--- config.mk ---
export PLATFORM = sky130hd
export DESIGN_NAME = note_match_judge
export DESIGN_NICKNAME = d
export VERILOG_FILES = /design/src/rtl/note_match_judge_pkg.sv /design/src/rtl/note_match_judge_debounce.sv /design/src/rtl/note_match_judge.sv
export SDC_FILE = /design/constraint.sdc
export NUM_CORES = 1
export LEC_CHECK = 0
export ABC_AREA = 1
export CAP_MARGIN = 40
export CORE_UTILIZATION = 59
export CTS_CLUSTER_SIZE = 28
export DETAILED_ROUTE_END_ITERATION = 10
export PLACE_DENSITY = 0.77
export SYNTH_ARGS = -nofsm -noshare
export SYNTH_HDL_FRONTEND = slang
export SYNTH_SLANG_ARGS = --single-unit
--- constraint.sdc ---
create_clock -name clk -period 2.9 [get_ports clk]
set_clock_uncertainty 0.1 [all_clocks]
set_input_delay 0.87 -clock clk [delete_from_list [all_inputs] [get_ports clk]]
set_output_delay 0.87 -clock clk [all_outputs]
set_load 0.03 [all_outputs]
--- src/rtl/note_match_judge_pkg.sv ---
// Shared constants for the learning-mode note judge: note light encodings,
// mid-octave note frequencies, FSM state encoding and grade values.
package note_match_judge_pkg;

    localparam int NOTE_W    = 7;
    localparam int OCT_W     = 2;
    localparam int KEY_VEC_W = NOTE_W + OCT_W;

    // One-hot note lights, do on the leftmost light
    localparam logic [NOTE_W-1:0] NOTE_DO  = 7'b1000000;
    localparam logic [NOTE_W-1:0] NOTE_RE  = 7'b0100000;
    localparam logic [NOTE_W-1:0] NOTE_MI  = 7'b0010000;
    localparam logic [NOTE_W-1:0] NOTE_FA  = 7'b0001000;
    localparam logic [NOTE_W-1:0] NOTE_SOL = 7'b0000100;
    localparam logic [NOTE_W-1:0] NOTE_LA  = 7'b0000010;
    localparam logic [NOTE_W-1:0] NOTE_SI  = 7'b0000001;

    // Mid-octave note frequencies in Hz
    localparam int FREQ_DO  = 262;
    localparam int FREQ_RE  = 294;
    localparam int FREQ_MI  = 330;
    localparam int FREQ_FA  = 349;
    localparam int FREQ_SOL = 392;
    localparam int FREQ_LA  = 440;
    localparam int FREQ_SI  = 494;

    typedef enum logic [2:0] {
        IDLE    = 3'd0,
        WAIT    = 3'd1,
        HIT     = 3'd2,
        RELEASE = 3'd3,
        WRONG   = 3'd4,
        REST    = 3'd5
    } state_t;

    localparam logic [1:0] GRADE_PERFECT = 2'd3;
    localparam logic [1:0] GRADE_GOOD    = 2'd2;
    localparam logic [1:0] GRADE_FAIR    = 2'd1;
    localparam logic [1:0] GRADE_POOR    = 2'd0;

    // Half period of the 2 Hz hint blink at 100 MHz
    localparam int HINT_HALF_PERIOD = 25_000_000;

endpackage

--- src/rtl/note_match_judge_debounce.sv ---
// Vector debouncer: dout follows din once din has held one value for CYCLES
// consecutive samples. The synchroniser flop that presents din counts as the
// first sample, so dout changes CYCLES-1 edges after din does and a registered
// consumer acts CYCLES cycles after the synchroniser output changes.
// CYCLES must be at least 2.
module vec_debounce #(
    parameter int WIDTH  = 9,
    parameter int CYCLES = 2_000_000
) (
    input  logic             clk,
    input  logic             rst,
    input  logic [WIDTH-1:0] din,
    output logic [WIDTH-1:0] dout
);

    localparam int CW = $clog2(CYCLES + 1);

    logic [WIDTH-1:0] cand_q, cand_d;
    logic [WIDTH-1:0] dout_q, dout_d;
    logic [CW-1:0]    cnt_q, cnt_d;
    logic [CW-1:0]    run;

    // Count samples of the current candidate; accept it when the run is long enough
    always_comb begin
        cand_d = din;
        dout_d = dout_q;
        cnt_d  = '0;
        run    = (din != cand_q) ? CW'(1) : cnt_q + CW'(1);
        if (din != dout_q) begin
            if (run == CW'(CYCLES - 1)) begin
                dout_d = din;
            end else begin
                cnt_d = run;
            end
        end
    end

    // Candidate, run length and accepted value registers
    always_ff @(posedge clk) begin
        if (rst) begin
            cand_q <= '0;
            dout_q <= '0;
            cnt_q  <= '0;
        end else begin
            cand_q <= cand_d;
            dout_q <= dout_d;
            cnt_q  <= cnt_d;
        end
    end

    assign dout = dout_q;

endmodule

--- src/rtl/note_match_judge.sv ---
// Learning-mode note judge: compares debounced key/octave presses with the
// displayed note, gates the song player through is_match and keeps hit/miss
// statistics with a performance grade.
// Optional blink hint on timeout: define MATCH_HINT_EN.
module note_match_judge
    import note_match_judge_pkg::*;
#(
    parameter int DEBOUNCE_CYCLES = 2_000_000,
    parameter int TIMEOUT_CYCLES  = 300_000_000,
    parameter int CNT_W           = 8
) (
    input  logic              clk,
    input  logic              rst,
    input  logic              enable,
    input  logic [6:0]        target_lights,
    input  logic              target_high,
    input  logic              target_low,
    input  logic [6:0]        keys,
    input  logic              oct_high,
    input  logic              oct_low,
    output logic              is_match,
    output logic [CNT_W-1:0]  hit_count,
    output logic [CNT_W-1:0]  miss_count,
    output logic [1:0]        grade,
    output logic [6:0]        hint_lights
);

    localparam int TO_W = $clog2(TIMEOUT_CYCLES);

    logic [KEY_VEC_W-1:0] sync1_q, sync1_d, sync2_q, sync2_d, deb_vec;
    logic                 deb_rst;
    logic [NOTE_W-1:0]    d_keys, tgt_prev_q, tgt_prev_d;
    logic [1:0]           press_oct;
    logic                 correct, timeout;
    state_t               state_q, state_d;
    logic [TO_W-1:0]      to_q, to_d;
    logic [CNT_W-1:0]     hit_q, hit_d, miss_q, miss_d;
    logic                 hit_inc, miss_inc;
    logic                 en_q, en_d, en_rise;
    logic [1:0]           grade_q, grade_d;
    logic [CNT_W+1:0]     h_ext, m_ext;

    // Two-stage synchroniser on the raw key/octave vector
    always_comb begin
        sync1_d = {oct_high, oct_low, keys};
        sync2_d = sync1_q;
    end

    // Debounce is held in reset while learning mode is off
    assign deb_rst = rst | ~enable;

    vec_debounce #(
        .WIDTH  (KEY_VEC_W),
        .CYCLES (DEBOUNCE_CYCLES)
    ) u_debounce (
        .clk  (clk),
        .rst  (deb_rst),
        .din  (sync2_q),
        .dout (deb_vec)
    );

    assign d_keys    = deb_vec[NOTE_W-1:0];
    assign press_oct = deb_vec[KEY_VEC_W-1 -: 2];
    assign correct   = (d_keys == target_lights) &&
                       (press_oct == {target_high, target_low}) &&
                       (target_lights != '0);
    assign timeout   = (to_q == TO_W'(TIMEOUT_CYCLES - 1));
    assign en_rise   = enable & ~en_q;
    assign tgt_prev_d = target_lights;
    assign en_d       = enable;

    // Judge FSM: next state, timeout counter and scoring events
    always_comb begin
        state_d  = state_q;
        to_d     = '0;
        hit_inc  = 1'b0;
        miss_inc = 1'b0;
        case (state_q)
            IDLE: state_d = WAIT;
            WAIT: begin
                to_d = to_q + TO_W'(1);
                if (correct) begin
                    state_d = HIT;
                    hit_inc = 1'b1;
                end else if (d_keys != '0) begin
                    state_d  = WRONG;
                    miss_inc = 1'b1;
                end else if (target_lights == '0) begin
                    state_d = REST;
                end else if (timeout) begin
                    miss_inc = 1'b1;
                    to_d     = '0;
                end
            end
            HIT:     if (target_lights != tgt_prev_q) state_d = RELEASE;
            RELEASE: if (d_keys == '0) state_d = WAIT;
            WRONG:   if (d_keys == '0) state_d = WAIT;
            REST:    if (target_lights != '0) state_d = WAIT;
            default: state_d = IDLE;
        endcase
        if (state_d != WAIT) to_d = '0;
        if (!enable) begin
            state_d  = IDLE;
            to_d     = '0;
            hit_inc  = 1'b0;
            miss_inc = 1'b0;
        end
    end

    // Saturating statistics, cleared when a new attempt starts
    always_comb begin
        hit_d  = hit_q;
        miss_d = miss_q;
        if (en_rise) begin
            hit_d  = '0;
            miss_d = '0;
        end else begin
            if (hit_inc && !(&hit_q))   hit_d  = hit_q + CNT_W'(1);
            if (miss_inc && !(&miss_q)) miss_d = miss_q + CNT_W'(1);
        end
    end

    // Grade from current counts, first matching rule wins
    always_comb begin
        h_ext = {2'b00, hit_q};
        m_ext = {2'b00, miss_q};
        if (miss_q == '0 && hit_q != '0) begin
            grade_d = GRADE_PERFECT;
        end else if ((m_ext << 2) <= h_ext) begin
            grade_d = GRADE_GOOD;
        end else if (m_ext <= h_ext) begin
            grade_d = GRADE_FAIR;
        end else begin
            grade_d = GRADE_POOR;
        end
    end

    // State, counters and input pipeline registers
    always_ff @(posedge clk) begin
        if (rst) begin
            sync1_q    <= '0;
            sync2_q    <= '0;
            state_q    <= IDLE;
            to_q       <= '0;
            hit_q      <= '0;
            miss_q     <= '0;
            grade_q    <= GRADE_POOR;
            en_q       <= 1'b0;
            tgt_prev_q <= '0;
        end else begin
            sync1_q    <= sync1_d;
            sync2_q    <= sync2_d;
            state_q    <= state_d;
            to_q       <= to_d;
            hit_q      <= hit_d;
            miss_q     <= miss_d;
            grade_q    <= grade_d;
            en_q       <= en_d;
            tgt_prev_q <= tgt_prev_d;
        end
    end

    assign is_match   = (state_q == HIT) || (state_q == REST);
    assign hit_count  = hit_q;
    assign miss_count = miss_q;
    assign grade      = grade_q;

`ifdef MATCH_HINT_EN
    localparam int PH_W = $clog2(HINT_HALF_PERIOD);

    logic            armed_q, armed_d, hint_on_q, hint_on_d, tmo_evt;
    logic [PH_W-1:0] ph_q, ph_d;

    // A timeout taken in WAIT is the only way WAIT stays WAIT with the counter at its limit
    assign tmo_evt = (state_q == WAIT) && (state_d == WAIT) && timeout;

    // Arm on first timeout of the note, then blink at the half period
    always_comb begin
        armed_d   = armed_q;
        hint_on_d = hint_on_q;
        ph_d      = ph_q;
        if (tmo_evt && !armed_q) begin
            armed_d   = 1'b1;
            hint_on_d = 1'b1;
            ph_d      = '0;
        end else if (armed_q) begin
            if (ph_q == PH_W'(HINT_HALF_PERIOD - 1)) begin
                ph_d      = '0;
                hint_on_d = ~hint_on_q;
            end else begin
                ph_d = ph_q + PH_W'(1);
            end
        end
        if (state_d != WAIT) begin
            armed_d   = 1'b0;
            hint_on_d = 1'b0;
            ph_d      = '0;
        end
    end

    // Hint blink registers
    always_ff @(posedge clk) begin
        if (rst) begin
            armed_q   <= 1'b0;
            hint_on_q <= 1'b0;
            ph_q      <= '0;
        end else begin
            armed_q   <= armed_d;
            hint_on_q <= hint_on_d;
            ph_q      <= ph_d;
        end
    end

    assign hint_lights = hint_on_q ? target_lights : '0;
`else
    assign hint_lights = '0;
`endif

endmodule
==> impl_metrics.yaml, run 1 <==
run_status:
  status: "finished, final reports clean"
timing:
  finalSetupTns_ps: 0
  tightest_slew_ps: 683
  slew_headroom: 0.544
  setup_violations: 0
  period_minus_slack_ps: 2710
  slew_violations: 0
  rsz0062_at_grt: "no"
  final_hold_viol_count: 0
  post-route-period-util: 0.936
  max_freq_mhz: 368
routing:
  vias: 5559
  drtIter0Drc: 230
  ant_nets: 0
  vias_per_cell: 5.22
  drc: 0
  post_drt_wl_per_cell_microns: 12.8
  wirelength_microns: 13600
  dr.pass1.iters: 6
logic_synthesis:
  synth_edf_count: 0
  synth_area_per_cell_sq_um: 6.97
  yosysWarnings: 0
  synth.distinct_cells: 47
  yosys-top-cells-area: "dfxtp_1 (38%), nand2_1 (11%), nor2_1 (8.5%)"
  seq_area_frac_synth: 0.385
  ys.flop_type: "dfxtp_1"
  synth_seq_cells: 115
  synth_top_area_share: 0.385
  yosysTopAreaCell: "dfxtp_1"
  async_reset_ff_frac: 0
  syn_area_sq_um: 5980
  syn-instance-count: 859
worst_setup_path:
  path_buf_inv: 1
  cp.required_ps: 1930
  startpoint_type: "flip-flop"
  critical_path.max_fanout: 8
  max_stage_delay_ps: 730
  critPathKind: "flip-flop to primary output"
  endpoint_kind: "primary output"
  cp_cell_sequence: "clkdlybuf4s50_1"
  worstPathArrival_ps: 1740
  crit_family: "buffers and inverters"
  crit_slowest_cell: "clkdlybuf4s50_1"
pwr:
  power.share.sequential: 0.419
  p_clk_frac: 0.532
  switching_share: 0.220
  power_frac_comb: 0.049
  p_total_mw: 3.87
  peakVddDrop_uv: 543
  p_leak_nw: 2.91
  powerDensity_nw_per_um2: 542
  p_int_mw: 3.02
  switching_power_mw: 0.850
global_route:
  track_usage: 0.276
  grt_pass1_vias: 5229
  overflow: 0
  grt_pass1_wl_microns: 22700
  grt_max_degree: 26
  antenna_found_initial: 0
finish:
  final_nets: 961
  n_antenna_cell: 0
  multi_input_area_sq_um: 3080
  seq_area_sq_um: 2300
  area_growth_pct: 19.2
  final_util: 0.727
  fillers: 824
  drive_gt1_frac: 0.0773
cts:
  clockRootBuffer: "clkbuf_8"
  hold_buffers: 0
  clock_latency_ps: 530
  clk_pin_slew_ps: 60
  htreeDepth: 4
  cts_buffers: 17
  cts_sinks: 115
  cts_buffer_depth: 2
  tritoncts: "done"
placed_design:
  gp_congestion: 0.864
  hpwl_microns: 9930
  io_buffers: 39
floorplanning:
  rows: 36
  die_x_microns: 103
  ios: 47
  start_util: 0.609
  die-area_sq_um: 10600
  core_area_sq_um: 9820
  die_h_microns: 103
min_path:
  worst_hold_path_type: "flip-flop to flip-flop"
job:
  cap_violations: 0
## per-stage QoR
| stage | setup slack, ps | std cells | hold slack [ps] | cell area [sq um] |
|---|---|---|---|---|
| finish | 185 | 1065 | 302 | 7130 |
| global route | 5.94 | 1065 | 319 | 7130 |
| CTS | 49.3 | 1065 | 303 | 7140 |
| detailed placement | -55.7 | 1034 | 295 | 6560 |
| global placement | 49.3 | 1034 | 290 | 6560 |
| floorplan | 601 | 865 | 288 | 6010 |
## cell usage after synthesis, types with 2 or more instances
library cell / number
a31oi_1: 2
and2_1: 2
buf_1: 2
nand3b_1: 3
o211ai_1: 2
o21ai_1: 4
clkbuf_1: 3
nor3b_1: 7
ha_1: 20
nand4_1: 29
o21ai_0: 16
or2_2: 6
nor2_2: 8
inv_1: 132
nor2_1: 135
nand2_2: 2
xor2_1: 21
buf_6: 3
buf_4: 8
buf_2: 3
nand3_1: 44
xnor2_1: 15
a21oi_1: 41
and3_1: 5
o31ai_1: 3
nand2_1: 178
nand3_2: 3
nor4_1: 3
dfxtp_1: 115
nor3_1: 26
o21a_1: 2
## cells in the final DEF, fill, tap and decap left out, types with 4 or more instances in the layout
cell	count
nand2_1	178
nor2_1	135
inv_1	132
dfxtp_1	114
nand3_1	44
a21oi_1	41
clkdlybuf4s50_1	38
nand4_1	29
nor3_1	26
xor2_1	21
ha_1	20
o21ai_0	16
clkbuf_16	16
buf_4	16
xnor2_1	15
nor2_2	8
nor3b_1	7
conb_1	7
or2_2	6
and3_1	5
o21ai_1	4
clkinv_2	4
## power by group through the flow
stage	combinational (mW)	clock [mW]	sequential (mW)
after floorplan	0.132	0	1.65
after global placement	0.184	0	1.65
after detailed placement	0.189	0	1.65
after CTS	0.191	2.07	1.62
after global routing	0.213	2.15	1.62
final	0.191	2.06	1.62
## worst paths after layout
path	cells past startpoint	to	slack, ps	from
hold reg to reg	2	sync2_q[0]	300	sync1_q[0]
setup reg to reg	15	u_debounce.dout[1]	290	u_debounce.cnt_q[0]
setup / recovery	1	miss_count[5]	190	miss_count[5]
hold / removal	2	sync2_q[0]	300	sync1_q[0]
## state kept, by name, indices dropped and copies added (netlist names)
register / count
to_q: 29
u_debounce.cnt_q: 21
sync1_q: 9
sync2_q: 9
u_debounce.cand_q: 9
u_debounce.dout: 9
hit_count: 8
miss_count: 8
tgt_prev_q: 7
state_q: 3
grade: 2
en_q: 1
## cell families (layout without fill, tap and decap cells)
group,count (synthesis),after routing,synth area share
AND/OR/NAND/NOR,457,457,0.343
buffers and inverters,152,219,0.105
flip-flops,115,115,0.385
AO/OA/AOI/OAI,78,78,0.0726
XOR/XNOR,36,36,0.0527
adder cells (fa/ha/maj),20,20,0.0418
other,1,7,0.000627
## cell type report
class / count / share of cell area
Timing Repair Buffer: 55 / 0.0709
Clock buffer: 21 / 0.0630
Inverter: 133 / 0.0700
Sequential cell: 115 / 0.323
Tap cell: 133 / 0.0233
Clock inverter: 10 / 0.0186
Multi-Input combinational cell: 598 / 0.431
## routing by layer
metal | share of wire | routed length (microns) | vias up | GRT usage
met5 | 0 | 0 | - | 0
met4 | 0.014 | 195 | 0 | 0.0945
met3 | 0.036 | 495 | 19 | 0.0685
met2 | 0.49 | 6630 | 113 | 0.477
met1 | 0.46 | 6260 | 2584 | 0.335
li1 | - | - | 2843 | -
## repair_timing
action / CTS / global route
setup buffers: 0 / 0
hold endpoints to repair: 0 / 0
gates resized for setup: 1 / 4
setup endpoints to repair: 1 / 22
No activity file was read; power rests on OpenSTA's default activity.
==> run 2: changes to the inputs <==
Settings changed: MAX_ROUTING_LAYER from default to met4.
==> impl_metrics.yaml, run 2 (same netlist as run 1, synthesis figures left out) <==
global_route:
  grt_pass1_wl_microns: 23200
  grt_max_degree: 26
  overflow: 0
  track_usage: 0.293
  antenna_found_initial: 0
  grt_pass1_vias: 5357
worst_setup_path:
  critical_path.max_fanout: 6
  crit_slowest_cell: "dfxtp_1"
  cp_cell_sequence: "nor2_1 > inv_1 > o21ai_0 > clkbuf_2"
  rr_endpoint: "u_debounce.dout[1]"
  crit_end: "is_match"
  rr_startpoint: "u_debounce.cnt_q[0]"
  worstPathArrival_ps: 1750
  startpoint_type: "flip-flop"
  critPathKind: "flip-flop to primary output"
  rrSetupSlack_ps: 340
  cp.required_ps: 1930
  endpoint_kind: "primary output"
  rr_worst_depth: 15
  timing.critical_path.from: "state_q[1]"
  max_stage_delay_ps: 360
floorplanning:
  core_area_sq_um: 9820
  start_util: 0.609
  ios: 47
  rows: 36
  die_h_microns: 103
  die-area_sq_um: 10600
  die_x_microns: 103
cts:
  htreeDepth: 4
  hold_buffers: 0
  clock_latency_ps: 520
  clockRootBuffer: "clkbuf_8"
  cts_buffers: 17
  cts_sinks: 115
  clk_pin_slew_ps: 60
  cts_buffer_depth: 2
  tritoncts: "done"
timing:
  period_minus_slack_ps: 2720
  post-route-period-util: 0.937
  slew_violations: 0
  final_hold_viol_count: 0
  slew_headroom: 0.584
  max_freq_mhz: 368
  setup_violations: 0
  tightest_slew_ps: 623
  rsz0062_at_grt: "no"
pwr:
  peakVddDrop_uv: 459
  p_leak_nw: 2.90
  powerDensity_nw_per_um2: 538
  p_total_mw: 3.82
routing:
  ant_nets: 0
  drtIter0Drc: 270
  post_drt_wl_per_cell_microns: 12.9
  vias: 5583
  drc: 0
  dr.pass1.iters: 5
  vias_per_cell: 5.25
  wirelength_microns: 13700
placed_design:
  hpwl_microns: 10100
  placed_cell_area_sq_um: 6550
  gp_congestion: 0.878
  io_buffers: 39
finish:
  largestRegisters: "to_q: 29 flops, u_debounce.cnt_q: 21 flops"
  seq_area_sq_um: 2300
  mostFrequentLayoutCell: "nand2_1"
  final_nets: 960
  fillers: 839
  multi_input_area_sq_um: 3080
  final_cell_mix: "nand2_1 (178), nor2_1 (135), inv_1 (132)"
  postLayoutCellArea_sq_um: 7110
  n_antenna_cell: 0
  drive_gt1_frac: 0.0763
  regMostFlops: "to_q"
  largest_register_ff_count: 29
  area_growth_pct: 18.9
run_status:
  status: "finished, final reports clean"
min_path:
  worst_hold_path_type: "flip-flop to flip-flop"
  min_path_cells: 2
job:
  cap_violations: 0
-- run 2: layer usage --
| metal | GRT usage | vias up | wire length [microns] | share of wire |
|---|---|---|---|---|
| li1 | - | 2845 | - | - |
| met5 | - | - | 0 | 0 |
| met4 | 0.104 | 0 | 232 | 0.017 |
| met3 | 0.0847 | 20 | 654 | 0.048 |
| met1 | 0.327 | 2574 | 6000 | 0.44 |
| met2 | 0.495 | 144 | 6790 | 0.50 |
-- run 2: cell type report --
class / instances / area share
Inverter: 133 / 0.0702
Clock inverter: 11 / 0.0193
Tap cell: 133 / 0.0234
Sequential cell: 115 / 0.324
Timing Repair Buffer: 54 / 0.0700
Clock buffer: 19 / 0.0607
Multi-Input combinational cell: 598 / 0.433
-- run 2: worst min-delay path by stage --
stage | from | end
after floorplan | sync1_q[0] | sync2_q[0]
after global placement | sync1_q[5] | sync2_q[5]
after detailed placement | sync1_q[4] | sync2_q[4]
after CTS | sync1_q[4] | sync2_q[4]
after global routing | sync1_q[5] | sync2_q[5]
final | sync1_q[4] | sync2_q[4]
-- run 2: power breakdown --
part,internal [mW],total (mW),switching (mW),leakage [nW]
sequential,1.60,1.62,0.0162,0.934
clock,1.31,2.01,0.704,0.275
combinational,0.0736,0.190,0.116,1.70
total,2.99,3.82,0.837,2.90
-- run 2: repair_timing --
item / in CTS / in global routing
buffers inserted: 0 / 0
endpoints found under the setup margin: 1 / 14
hold endpoints to repair: 0 / 0
resized for setup: 1 / 4
-- run 2: worst max-delay path, delay by kind of cell, from the launching register on --
kind,cells,cell delay (ps)
compound gates,1,320
flops,1,360
buf+inv,2,370
simple gates,1,170
-- run 2: metrics by stage --
stage	setup WS, ps	setup TNS (ps)	utilization	std cells	hold WS (ps)
after global routing	58.9	0	0.725	1063	329
after detailed placement	-75.1	-228	0.667	1033	294
after floorplan	601	0	-	865	288
after global placement	41.5	0	0.667	1033	290
after CTS	15.7	0	0.725	1063	301
final	182	0	0.725	1063	300
==> run 3: changes to the inputs <==
Settings changed: HOLD_SLACK_MARGIN from default to 0.15.
==> results of run 3 <==
The final DEF is identical to that of run 2; final timing and power are the same.
